File: src/rtl/aeolus_display_pkg.sv
// Shared types and constants for the CPU output display driver.
// Segment codes are {g,f,e,d,c,b,a}, active-low.
package aeolus_display_pkg;

   localparam int BCD_W = 4;

   typedef enum logic [1:0] {
      IDLE,
      SHIFT,
      COMMIT
   } conv_state_e;

   typedef logic [6:0] seg_t;

   localparam seg_t SEG_0     = 7'b1000000;
   localparam seg_t SEG_1     = 7'b1111001;
   localparam seg_t SEG_2     = 7'b0100100;
   localparam seg_t SEG_3     = 7'b0110000;
   localparam seg_t SEG_4     = 7'b0011001;
   localparam seg_t SEG_5     = 7'b0010010;
   localparam seg_t SEG_6     = 7'b0000010;
   localparam seg_t SEG_7     = 7'b1111000;
   localparam seg_t SEG_8     = 7'b0000000;
   localparam seg_t SEG_9     = 7'b0010000;
   localparam seg_t SEG_MINUS = 7'b0111111;
   localparam seg_t SEG_BLANK = 7'b1111111;

   function automatic seg_t seg_of(input logic [BCD_W-1:0] d);
      unique case (d)
         4'd0:    seg_of = SEG_0;
         4'd1:    seg_of = SEG_1;
         4'd2:    seg_of = SEG_2;
         4'd3:    seg_of = SEG_3;
         4'd4:    seg_of = SEG_4;
         4'd5:    seg_of = SEG_5;
         4'd6:    seg_of = SEG_6;
         4'd7:    seg_of = SEG_7;
         4'd8:    seg_of = SEG_8;
         4'd9:    seg_of = SEG_9;
         default: seg_of = SEG_BLANK;
      endcase
   endfunction

endpackage

File: src/rtl/bin_to_bcd_serial.sv
// Serial double-dabble converter: one operand bit per cycle,
// eight SHIFT cycles then a COMMIT cycle that publishes the result.
module bin_to_bcd_serial
   import aeolus_display_pkg::*;
(
   input  logic        clk,
   input  logic        reset,
   input  logic        start,
   input  logic [7:0]  operand,
   output logic        busy,
   output logic        done,
   output logic [11:0] bcd,
   output logic [11:0] result
);

   conv_state_e state;
   logic [7:0]  sh;
   logic [2:0]  count;

   function automatic logic [BCD_W-1:0] add3(input logic [BCD_W-1:0] n);
      add3 = (n >= 4'd5) ? n + 4'd3 : n;
   endfunction

   // Hundreds never reaches 5 for an 8-bit operand, so it only shifts.
   always_ff @(posedge clk) begin
      if (reset) begin
         state  <= IDLE;
         busy   <= 1'b0;
         done   <= 1'b0;
         sh     <= '0;
         bcd    <= '0;
         count  <= '0;
         result <= '0;
      end else begin
         unique case (state)
            IDLE: begin
               done <= 1'b0;
               if (start) begin
                  sh    <= operand;
                  bcd   <= '0;
                  count <= '0;
                  busy  <= 1'b1;
                  state <= SHIFT;
               end
            end
            SHIFT: begin
               bcd <= {bcd[10:8], add3(bcd[7:4]), add3(bcd[3:0]), sh[7]};
               sh  <= {sh[6:0], 1'b0};
               if (count == 3'd7) begin
                  done  <= 1'b1;
                  state <= COMMIT;
               end else begin
                  count <= count + 3'd1;
               end
            end
            COMMIT: begin
               result <= bcd;
               busy   <= 1'b0;
               done   <= 1'b0;
               state  <= IDLE;
            end
            default: state <= IDLE;
         endcase
      end
   end

endmodule

File: src/rtl/aeolus_display_driver.sv
// Shows the CPU output register in decimal on a 4-digit multiplexed
// seven-segment display, optionally as a signed value.
module aeolus_display_driver
   import aeolus_display_pkg::*;
#(
   parameter int REFRESH_DIV = 100000,
   parameter int DATA_WIDTH  = 8
) (
   input  logic                  boardCLK,
   input  logic                  reset,
   input  logic [DATA_WIDTH-1:0] valueIn,
   input  logic                  signedMode,
   output logic [6:0]            seg,
   output logic                  dp,
   output logic [3:0]            an,
   output logic                  busy,
   output logic [11:0]           bcdOut
);

   localparam int CNT_W = (REFRESH_DIV > 1) ? $clog2(REFRESH_DIV) : 1;
   localparam logic [CNT_W-1:0] CNT_LAST = CNT_W'(REFRESH_DIV - 1);

   logic [DATA_WIDTH-1:0] last_value;
   logic                  last_mode;
   logic                  pending;
   logic                  neg_pend;
   logic                  neg_in;
   logic [DATA_WIDTH-1:0] magnitude;
   logic                  start;
   logic                  done;
   logic [11:0]           bcd_live;
   logic [BCD_W-1:0]      hund, tens, ones;
   seg_t                  disp [4];
   logic [1:0]            idx;
   logic [CNT_W-1:0]      rcnt;

   assign dp = 1'b1;

   assign neg_in    = signedMode & valueIn[DATA_WIDTH-1];
   assign magnitude = neg_in ? (~valueIn + 1'b1) : valueIn;

   // Changes arriving mid-conversion are caught here on the next idle cycle.
   assign start = ~busy & (pending
                  | (valueIn != last_value)
                  | (signedMode != last_mode));

   assign hund = bcd_live[11:8];
   assign tens = bcd_live[7:4];
   assign ones = bcd_live[3:0];

   bin_to_bcd_serial u_conv (
      .clk     (boardCLK),
      .reset   (reset),
      .start   (start),
      .operand (magnitude),
      .busy    (busy),
      .done    (done),
      .bcd     (bcd_live),
      .result  (bcdOut)
   );

   always_ff @(posedge boardCLK) begin
      if (reset) begin
         last_value <= '0;
         last_mode  <= 1'b0;
         pending    <= 1'b1;
         neg_pend   <= 1'b0;
      end else if (start) begin
         last_value <= valueIn;
         last_mode  <= signedMode;
         pending    <= 1'b0;
         neg_pend   <= neg_in;
      end
   end

   // Digit codes change only at commit, so the old value stays lit meanwhile.
   always_ff @(posedge boardCLK) begin
      if (reset) begin
         for (int i = 0; i < 4; i++) disp[i] <= SEG_BLANK;
      end else if (done) begin
         disp[3] <= neg_pend ? SEG_MINUS : SEG_BLANK;
         disp[2] <= (hund == '0) ? SEG_BLANK : seg_of(hund);
         disp[1] <= (hund == '0 && tens == '0) ? SEG_BLANK : seg_of(tens);
         disp[0] <= seg_of(ones);
      end
   end

   always_ff @(posedge boardCLK) begin
      if (reset) begin
         rcnt <= '0;
         idx  <= '0;
         seg  <= SEG_BLANK;
         an   <= 4'hF;
      end else begin
         if (rcnt == CNT_LAST) begin
            rcnt <= '0;
            idx  <= idx + 2'd1;
         end else begin
            rcnt <= rcnt + 1'b1;
         end
         an  <= ~(4'b0001 << idx);
         seg <= disp[idx];
      end
   end

endmodule

File: config.mk
export PLATFORM = sky130hd
export DESIGN_NAME = aeolus_display_driver
export DESIGN_NICKNAME = d
export VERILOG_FILES = /design/src/rtl/aeolus_display_pkg.sv /design/src/rtl/bin_to_bcd_serial.sv /design/src/rtl/aeolus_display_driver.sv
export SDC_FILE = /design/constraint.sdc
export NUM_CORES = 1
export LEC_CHECK = 0
export CAP_MARGIN = 0
export CORE_AREA = 3 3 125 127
export DETAILED_ROUTE_END_ITERATION = 16
export DIE_AREA = 0 0 128 130
export PLACE_DENSITY = 0.7
export SETUP_SLACK_MARGIN = 0.02
export SYNTH_ARGS = -nofsm -noshare
export SYNTH_HDL_FRONTEND = slang
export SYNTH_SLANG_ARGS = --single-unit
File: constraint.sdc
create_clock -name boardCLK -period 2.47 [get_ports boardCLK]
set_input_delay 0.247 -clock boardCLK [delete_from_list [all_inputs] [get_ports boardCLK]]
set_output_delay 0.247 -clock boardCLK [all_outputs]
set_load 0.05 [all_outputs]
==> metrics.txt, run 1 <==
status=finished, final reports clean; Final Util=51.02%; critical path launch point=u_conv.bcd[5]; synthesized area per cell=~9.5 um^2; P per Cell Area=around 670 nW/um^2; share of cells above drive strength 1=21.91%; maximum VDD drop=0.5117 mV; synthesized net count=646; Reg area=2688 um^2; WHS=between 0.2 and 0.25 ns; Ant. Diodes=0; sequential element share of the synthesized area=46.33%; RSZ-0062 raised after global routing=true; Gate Count Post-Synth=607; Clock Tree Root=clkbuf_16; remaining antenna violation count=0; Final WS setup=a little over 0.09 ns; cell taking the most area after synthesis=dfxtp_1; critical path class=register to register; Synth top area share=34.92%; Req. time, crit path=2.78 ns; global-route wire length before repair=22.18 mm; Top FF cell, synth=dfxtp_1; Critical Path End Type=register; Post-layout nets=738; vias in the first global route=4,759; Peak Freq=420.4 MHz; relative max-transition margin=30.43%; Hold Violations, Final=0; WP data arrival=2.69 ns; top cells by area, synth=dfxtp_1 35%, edfxtp_1 11%, ha_1 6.1%, nand2_1 4.8%, a21oi_1 3.8%; worst clock skew=0.01017 ns; CP startpoint kind=register; Total GRT Usage=16.69%; clock sink total=approximately 120; final setup violating endpoints=0; CTS Buf Count=17; router iterations before antenna repair=6; Final HPWL DP=roughly 9.6 mm; Setup WS pre-CTS=-0.3163 ns; Worst Max-Slew Pin Slew=1.034 ns; drt initial violations=355; FF+latch count, synth=123; CTS HTree Levels=4; drt wl/cell=around 15 um; Final Max Slew Viols=0; Die Ht=between 100 and 150 um; mapped cell area=5791 um^2; r2r startpoint=u_conv.bcd[5]; distinct cell type count after synthesis=75; DRC=0; die area=16,640 um^2; ys async rst share=0%; IO Pins=36; Synth warnings=0; fillcell total=approximately 1,300; Post-synth EDFFs=22; core area=14,530 um^2; row cnt=44; Tmin final=between 2 and 2.5 ns; P_leak=2.804 nW; CTS Buffer Depth=2; CTS clk-pin slew, worst paths=0.06 ns; Buffers on Ports=34; flop2flop setup slack=approximately 0.092 ns; P&R area growth vs syn=28.07%; pin count of the biggest net entering global routing=62; Final period util=a little over nine tenths; clk_lat worst skew=~0.42 ns; Worst Path Max Fanout=4; Initial Utilization=39.84%; multi-input logic area=2973 um^2; initial antenna violation count=0; vias=4,717; Hold Path Origin=valueIn[7]; CTS hold repair buffers=0; Overflow after GRT=0; via/cell ratio=5.265; DRT Wirelength=approximately 13 mm; Die W=128 um; GPL Wtd Cong=0.8766; CTS tree=yes; maxcap violations=0; min-delay worst type=primary input to register
## cell usage after synthesis (all sizes together) (5+ instances only)
| cell type | number |
|---|---|
| a21o | 7 |
| clkbuf | 15 |
| nor3 | 7 |
| a2bb2oi | 5 |
| a22oi | 5 |
| and3 | 8 |
| ha | 28 |
| mux2 | 6 |
| a21oi | 45 |
| o22ai | 9 |
| edfxtp | 22 |
| nor2 | 58 |
| buf | 12 |
| nand2 | 74 |
| inv | 26 |
| nand2b | 18 |
| xor2 | 20 |
| dfxtp | 101 |
| mux2i | 12 |
| nor4 | 7 |
| nand3 | 16 |
| or3 | 9 |
| xnor2 | 12 |
| o211ai | 10 |
| o21ai | 15 |
## power breakdown
part           internal (mW)  total (mW)  switching (mW)
registers               2.09        2.12          0.0335
clock network           1.48        2.41           0.936
logic                  0.173       0.402           0.229
total                   3.74        4.94            1.20
## metrics by stage
stage / total power [mW] / setup TNS, ns / instances / cell area [um^2]
6_report: 4.938 / 0 / 896 / 7416
2_1_floorplan: 2.400 / 0 / 607 / 5791
4_1_cts: 4.957 / 0 / 892 / 7300
5_1_grt: 5.106 / -0.01756 / 896 / 7416
3_5_place_dp: 2.547 / -3.868 / 860 / 6711
3_3_place_gp: 2.533 / -1.962 / 860 / 6711
## path summary, 6_finish.rpt
| path | endpoint | cells past startpoint |
|---|---|---|
| worst max-delay path | register | 9 |
| worst min-delay path | last_value[7] | 3 |
| worst max register to register | register | 9 |
| worst min register to register | u_conv.result[6] | 2 |
## final cells by class
class	instances	share of cell area, %
Clock inverter	15	1.991
Clock buffer	17	5.736
Tap cell	184	3.104
Multi-Input combinational cell	430	40.09
Inverter	27	1.434
Timing Repair Buffer	100	11.41
Sequential cell	123	36.24
## timing repair
action / 4_1_cts / 5_1_grt
pin swaps: 1 / 10
setup buffers: 0 / 4
resized for setup: 5 / 20
endpoints found under the setup margin: 4 / 17
## metal layers
| layer | vias to the layer above | global-route usage [%] | share of wire, % |
|---|---|---|---|
| met1 | 2248 | 18.79 | 44 |
| met5 | - | 0 | 0 |
| li1 | 2321 | - | - |
| met4 | 0 | 7.054 | 2.1 |
| met2 | 112 | 29.24 | 51 |
| met3 | 36 | 5.321 | 3.8 |
## cell usage in the layout (no fill, tap or decap), types with 12 or more instances in the layout
cell type and n:
a21oi_1 41, edfxtp_1 22, mux2i_1 12, buf_4 65, xor2_1 18, clkbuf_16 17
nand2b_1 16, ha_1 24, xnor2_1 12, nand3_1 15, clkdlybuf4s50_1 32, dfxtp_1 97
inv_1 20, nor2_1 56, nand2_1 74
## critical path: stages, from the launching register on
cell and delay (ns):
dfxtp_1 0.31, inv_1 0.14, ha_2 0.26, nand2b_4 0.07
a2111oi_0 0.75, a211o_1 0.24, o211ai_4 0.13, buf_4 0.17
a21oi_1 0.14, nor2_1 0.06
## logic make-up after synthesis
logic type | share of synthesized area, %
simple gates | 18.95
compound gates | 15.97
flops | 46.33
buf+inv | 3.911
xor+xnor | 5.099
fa+ha+maj | 6.050
mux | 3.630
other cells | 0.06476
Note: power is estimated with default switching activity, not from simulation.
==> run 2, diff against run 1 <==
--- a/config.mk
+++ b/config.mk
@@ -9,7 +9,7 @@
 export CORE_AREA = 3 3 125 127
 export DETAILED_ROUTE_END_ITERATION = 16
 export DIE_AREA = 0 0 128 130
-export PLACE_DENSITY = 0.7
+export PLACE_DENSITY = 0.68
 export SETUP_SLACK_MARGIN = 0.02
 export SYNTH_ARGS = -nofsm -noshare
 export SYNTH_HDL_FRONTEND = slang
==> constraint.sdc (replaced) <==
create_clock -name boardCLK -period 2.9 [get_ports boardCLK]
set_input_delay 0.29 -clock boardCLK [delete_from_list [all_inputs] [get_ports boardCLK]]
set_output_delay 0.29 -clock boardCLK [all_outputs]
set_load 0.05 [all_outputs]
==> metrics.txt, run 2 (synthesis gave the netlist of run 1 again) <==
Clock Tree Root=clkbuf_16; critical path class=register to register; vias=4,416; DRT Wirelength=between 10 and 15 mm; Ant. Diodes=0; WL met1=5.620 mm; WP data arrival=2.99 ns; total chip power=about 4.4 mW; CTS tree=yes; Die Ht=130 um; P_leak=around 2.6 nW; Most Frequent Cell on Critical Path=ha_1; Worst Path Max Fanout=5; CP Cell Sequence=inv_1 -> ha_1 -> nand2b_1 -> or3b_2 -> a31o_2 -> a211o_1 -> ha_1 -> a21oi_1 -> a21o_1; P per Cell Area=~620 nW/um^2; Total GRT Usage=16.20%; core area=14,530 um^2; WHS=0.4237 ns; P&R area growth vs syn=21.93%; Final TNS setup=0 ns; router iterations before antenna repair=6; Critical Path End Type=register; fillcell total=roughly 1,400; clk_lat worst skew=0.42 ns; pin count of the biggest net entering global routing=62; global-route wire length before repair=between 20 and 25 mm; Final Max Slew Viols=0; Die W=128 um; Worst path max stage delay=0.44 ns; CTS Buf Count=17; Initial Utilization=39.84%; Req. time, crit path=3.21 ns; Non-Filler Instances=855; Peak Freq=around 370 MHz; CTS Buffer Depth=2; top sig layer=met4; placed cell count=823; share of cells above drive strength 1=14.61%; Hold Violations, Final=0; clock sink total=123; Post-layout nets=697; Final period util=92.43%; post-CTS resize count=0; die area=between 15,000 and 20,000 um^2; CTS clk-pin slew, worst paths=0.06 ns; post-CTS setup buffers=0; Tmin final=2.681 ns; CTS HTree Levels=4; maximum VDD drop=0.3891 mV; RSZ-0062 raised after global routing=false; Buffers on Ports=34; worst clock skew=roughly 0.015 ns; Slowest cell on crit path=or3b_2; Overflow after GRT=0; vias in the first global route=4,519; initial antenna violation count=0; commonest non-fill, non-tap cell in the layout=dfxtp_1; via/cell ratio=~5.2; CTS hold repair buffers=0; status=finished, final reports clean; DRC=0; Final Util=48.58%; drt wl/cell=14.70 um; Final HPWL DP=~9 mm; row cnt=44; CP startpoint kind=register; metal2 WL=6.018 mm; relative max-transition margin=36.75%; Worst Max-Slew Pin Slew=0.9468 ns; IO Pins=36; min-delay worst type=primary input to register; final setup violating endpoints=0; met3 WL=663 um; most frequent cells in the layout=101 x dfxtp_1, 74 x nand2_1, 56 x nor2_1; maxcap violations=0; drt initial violations=321; GPL Wtd Cong=0.8930; remaining antenna violation count=0
## run 2: cell count changes in the layout (fill, tap and decap cells not counted), sizes merged
| cell | before | now |
|---|---|---|
| dlymetal6s2s | 1 | 0 |
| bufinv | 2 | 4 |
| inv | 29 | 31 |
| clkinv | 8 | 7 |
| clkinvlp | 3 | 0 |
| clkdlybuf4s50 | 32 | 33 |
| buf | 67 | 26 |
## run 2: per-stage QoR
stage | cell area, um^2 | worst slack (ns)
2_1_floorplan | 5791 | 0.4850
3_3_place_gp | 6421 | 0.1188
3_5_place_dp | 6421 | 0.001832
4_1_cts | 7061 | 0.2102
5_1_grt | 7061 | 0.03680
6_report | 7061 | 0.2195
## run 2: path summary, 6_finish.rpt
kind,startpoint,endpoint,slack (ns),depth (start not counted)
worst max-delay path,u_conv.bcd[1],register,0.22,9
worst min-delay path,reset,an[3],0.42,3
worst max register to register,u_conv.bcd[1],register,0.22,9
worst min register to register,u_conv.sh[5],u_conv.sh[5],0.46,2
## run 2: cell type report
| type | count | area [um^2] | area share (%) |
|---|---|---|---|
| clock buffers | 17 | 425.4 | 6.025 |
| clock inverters | 15 | 214.0 | 3.030 |
| inverters | 27 | 103.9 | 1.471 |
| multi-input cells | 430 | 2882 | 40.81 |
| flip-flops and latches | 123 | 2683 | 37.99 |
| well taps | 184 | 230.2 | 3.261 |
| repair buffers | 59 | 523.0 | 7.407 |
## run 2: layer usage
metal	track usage, %	up-vias
li1	-	2226
met1	19.59	2064
met2	26.80	104
met3	5.117	22
met4	6.804	0
met5	0	-
## run 2: power by group
group	internal, mW	switching, mW
Sequential	1.78	0.0291
Clock	1.46	0.826
Combinational	0.118	0.184
## run 2: worst max-delay path, delay by kind of cell, from the launching register on
kind | cells | cell delay (ns)
flip-flops | 1 | 0.39
adder cells (fa/ha/maj) | 2 | 0.61
AO/OA/AOI/OAI | 4 | 0.88
buffers and inverters | 1 | 0.15
AND/OR/NAND/NOR | 2 | 0.54
==> run 3, diff against run 2 <==
--- a/config.mk
+++ b/config.mk
@@ -6,10 +6,10 @@
 export NUM_CORES = 1
 export LEC_CHECK = 0
 export CAP_MARGIN = 0
-export CORE_AREA = 3 3 125 127
+export CORE_AREA = 3 3 131 133
 export DETAILED_ROUTE_END_ITERATION = 16
-export DIE_AREA = 0 0 128 130
-export PLACE_DENSITY = 0.68
+export DIE_AREA = 0 0 134 136
+export PLACE_DENSITY = 0.63
 export SETUP_SLACK_MARGIN = 0.02
 export SYNTH_ARGS = -nofsm -noshare
 export SYNTH_HDL_FRONTEND = slang
==> metrics.txt, run 3 (synthesis gave the netlist of run 1 again) <==
Levels on crit path=9; clock sink total=approximately 120; GPL Wtd Cong=~0.83; Die W=134 um; maximum VDD drop=around 0.53 mV; die area=between 15,000 and 20,000 um^2; Peak Freq=371.1 MHz; commonest non-fill, non-tap cell in the layout=dfxtp_1; status=finished, final reports clean; vias in the first global route=between 4,000 and 5,000; DRC=0; Most Frequent Cell on Critical Path=ha_1; Placed Area=6484 um^2; initial antenna violation count=0; Final TNS setup=0 ns; vias=4,386; share of cells above drive strength 1=14.69%; remaining antenna violation count=0; fillcell total=approximately 1,500; Final Cell Area=7103 um^2; critical path class=register to register; Final period util=92.92%; global-route wire length before repair=20.80 mm; Total GRT Usage=roughly 14%; CTS HTree Levels=4; worst clock skew=0.009764 ns; row cnt=46; most frequent cells in the layout=101 x dfxtp_1, 74 x nand2_1, 56 x nor2_1; CP Buf/Inv Count=1; Final Max Slew Viols=0; Hold Violations, Final=0; Slowest cell on crit path=or3b_2; Worst Hold Depth=2; router iterations before antenna repair=4; CTS tree=yes; Die Ht=136 um; Post-layout nets=700; Final HPWL DP=8.778 mm; P_leak=between 2 and 3 nW; relative max-transition margin=38.72%; drt initial violations=220; DRT Wirelength=12.35 mm; WP data arrival=3.00 ns; CP Cell Sequence=inv_1 -> ha_1 -> nand2b_1 -> or3b_2 -> a31o_2 -> a211o_1 -> ha_1 -> a21oi_1 -> a21o_1; Worst path max stage delay=0.45 ns; worst r2r path cells=9; final setup violating endpoints=0; CTS clk-pin slew, worst paths=0.05 ns; Overflow after GRT=0; Critical Path End Type=register; CTS Buf Count=17; min-delay worst type=register to register; maxcap violations=0; via/cell ratio=approximately 5; Initial Utilization=a little over a third; P&R area growth vs syn=22.67%; P per Cell Area=603.4 nW/um^2; post-CTS setup buffers=0; CP startpoint kind=register; Ant. Diodes=0; pin count of the biggest net entering global routing=62; CTS hold repair buffers=0; Worst Path Max Fanout=5; RSZ-0062 raised after global routing=false; CTS Buffer Depth=2; Req. time, crit path=3.21 ns; Worst Max-Slew Pin Slew=0.9173 ns; Tmin final=~2.7 ns; clk_lat worst skew=0.42 ns; core area=between 15,000 and 20,000 um^2; Clock Tree Root=clkbuf_16; post-CTS resize count=0; Buffers on Ports=34; CP top delay family=compound AO/OA/AOI/OAI gates; drt wl/cell=13.88 um; IO Pins=36
==> run 3: changes by cell type in the layout (fill, tap and decap cells not counted) <==
cell	delta
inv_6	-3
bufinv_16	-1
a21oi_2	+1
clkbuf_8	+1
buf_4	+3
a21oi_1	-1
clkbuf_16	+1
clkinv_2	+1
inv_8	-2
clkbuf_1	+3
==> run 3: final timing paths <==
kind                    startpoint               end  slack, ns
setup / recovery     u_conv.bcd[1]          register       0.21
hold / removal    u_conv.result[0]  u_conv.result[0]       0.46
setup reg to reg     u_conv.bcd[1]          register       0.21
hold reg to reg   u_conv.result[0]  u_conv.result[0]       0.46
==> run 3: power breakdown <==
group	total [mW]	leakage [nW]	switching [mW]	internal (mW)
combinational	0.300	1.35	0.180	0.120
sequential	1.81	0.972	0.0289	1.78
clock	2.18	0.303	0.753	1.43
total	4.29	2.62	0.962	3.32
==> run 3: per-layer routing <==
| layer | vias to the layer above | track usage, % | share of wire, % |
|---|---|---|---|
| met4 | 0 | 4.857 | 1.3 |
| li1 | 2245 | - | - |
| met1 | 2052 | 17.79 | 47 |
| met2 | 79 | 23.41 | 48 |
| met3 | 10 | 4.626 | 3.5 |
| met5 | - | 0 | 0 |
==> run 3: worst register-to-register path: stages, from the launching register on <==
cell	delay, ns
dfxtp_1	0.39
inv_1	0.15
ha_1	0.26
nand2b_1	0.13
or3b_2	0.45
a31o_2	0.25
a211o_1	0.39
ha_1	0.35
a21oi_1	0.07
a21o_1	0.16
==> run 3: cell type report <==
class	instances	area [um^2]	area share, %
Clock buffer	22	475.5	6.694
Inverter	27	103.9	1.462
Sequential cell	123	2683	37.77
Tap cell	216	270.3	3.805
Clock inverter	10	140.1	1.973
Multi-Input combinational cell	430	2885	40.62
Timing Repair Buffer	62	545.5	7.680
==> run 3: per-stage QoR <==
stage | instances | setup WS, ns | util, % | hold WS, ns | power [mW]
2_1_floorplan | 607 | 0.4850 | - | 0.4299 | 2.044
3_3_place_gp | 858 | 0.1137 | 40.67 | 0.4444 | 2.134
3_5_place_dp | 858 | 0.09791 | 40.67 | 0.4492 | 2.142
4_1_cts | 890 | 0.2166 | 44.53 | 0.4435 | 4.327
5_1_grt | 890 | 0.06677 | 44.55 | 0.4749 | 4.445
6_report | 890 | 0.2052 | 44.55 | 0.4591 | 4.286
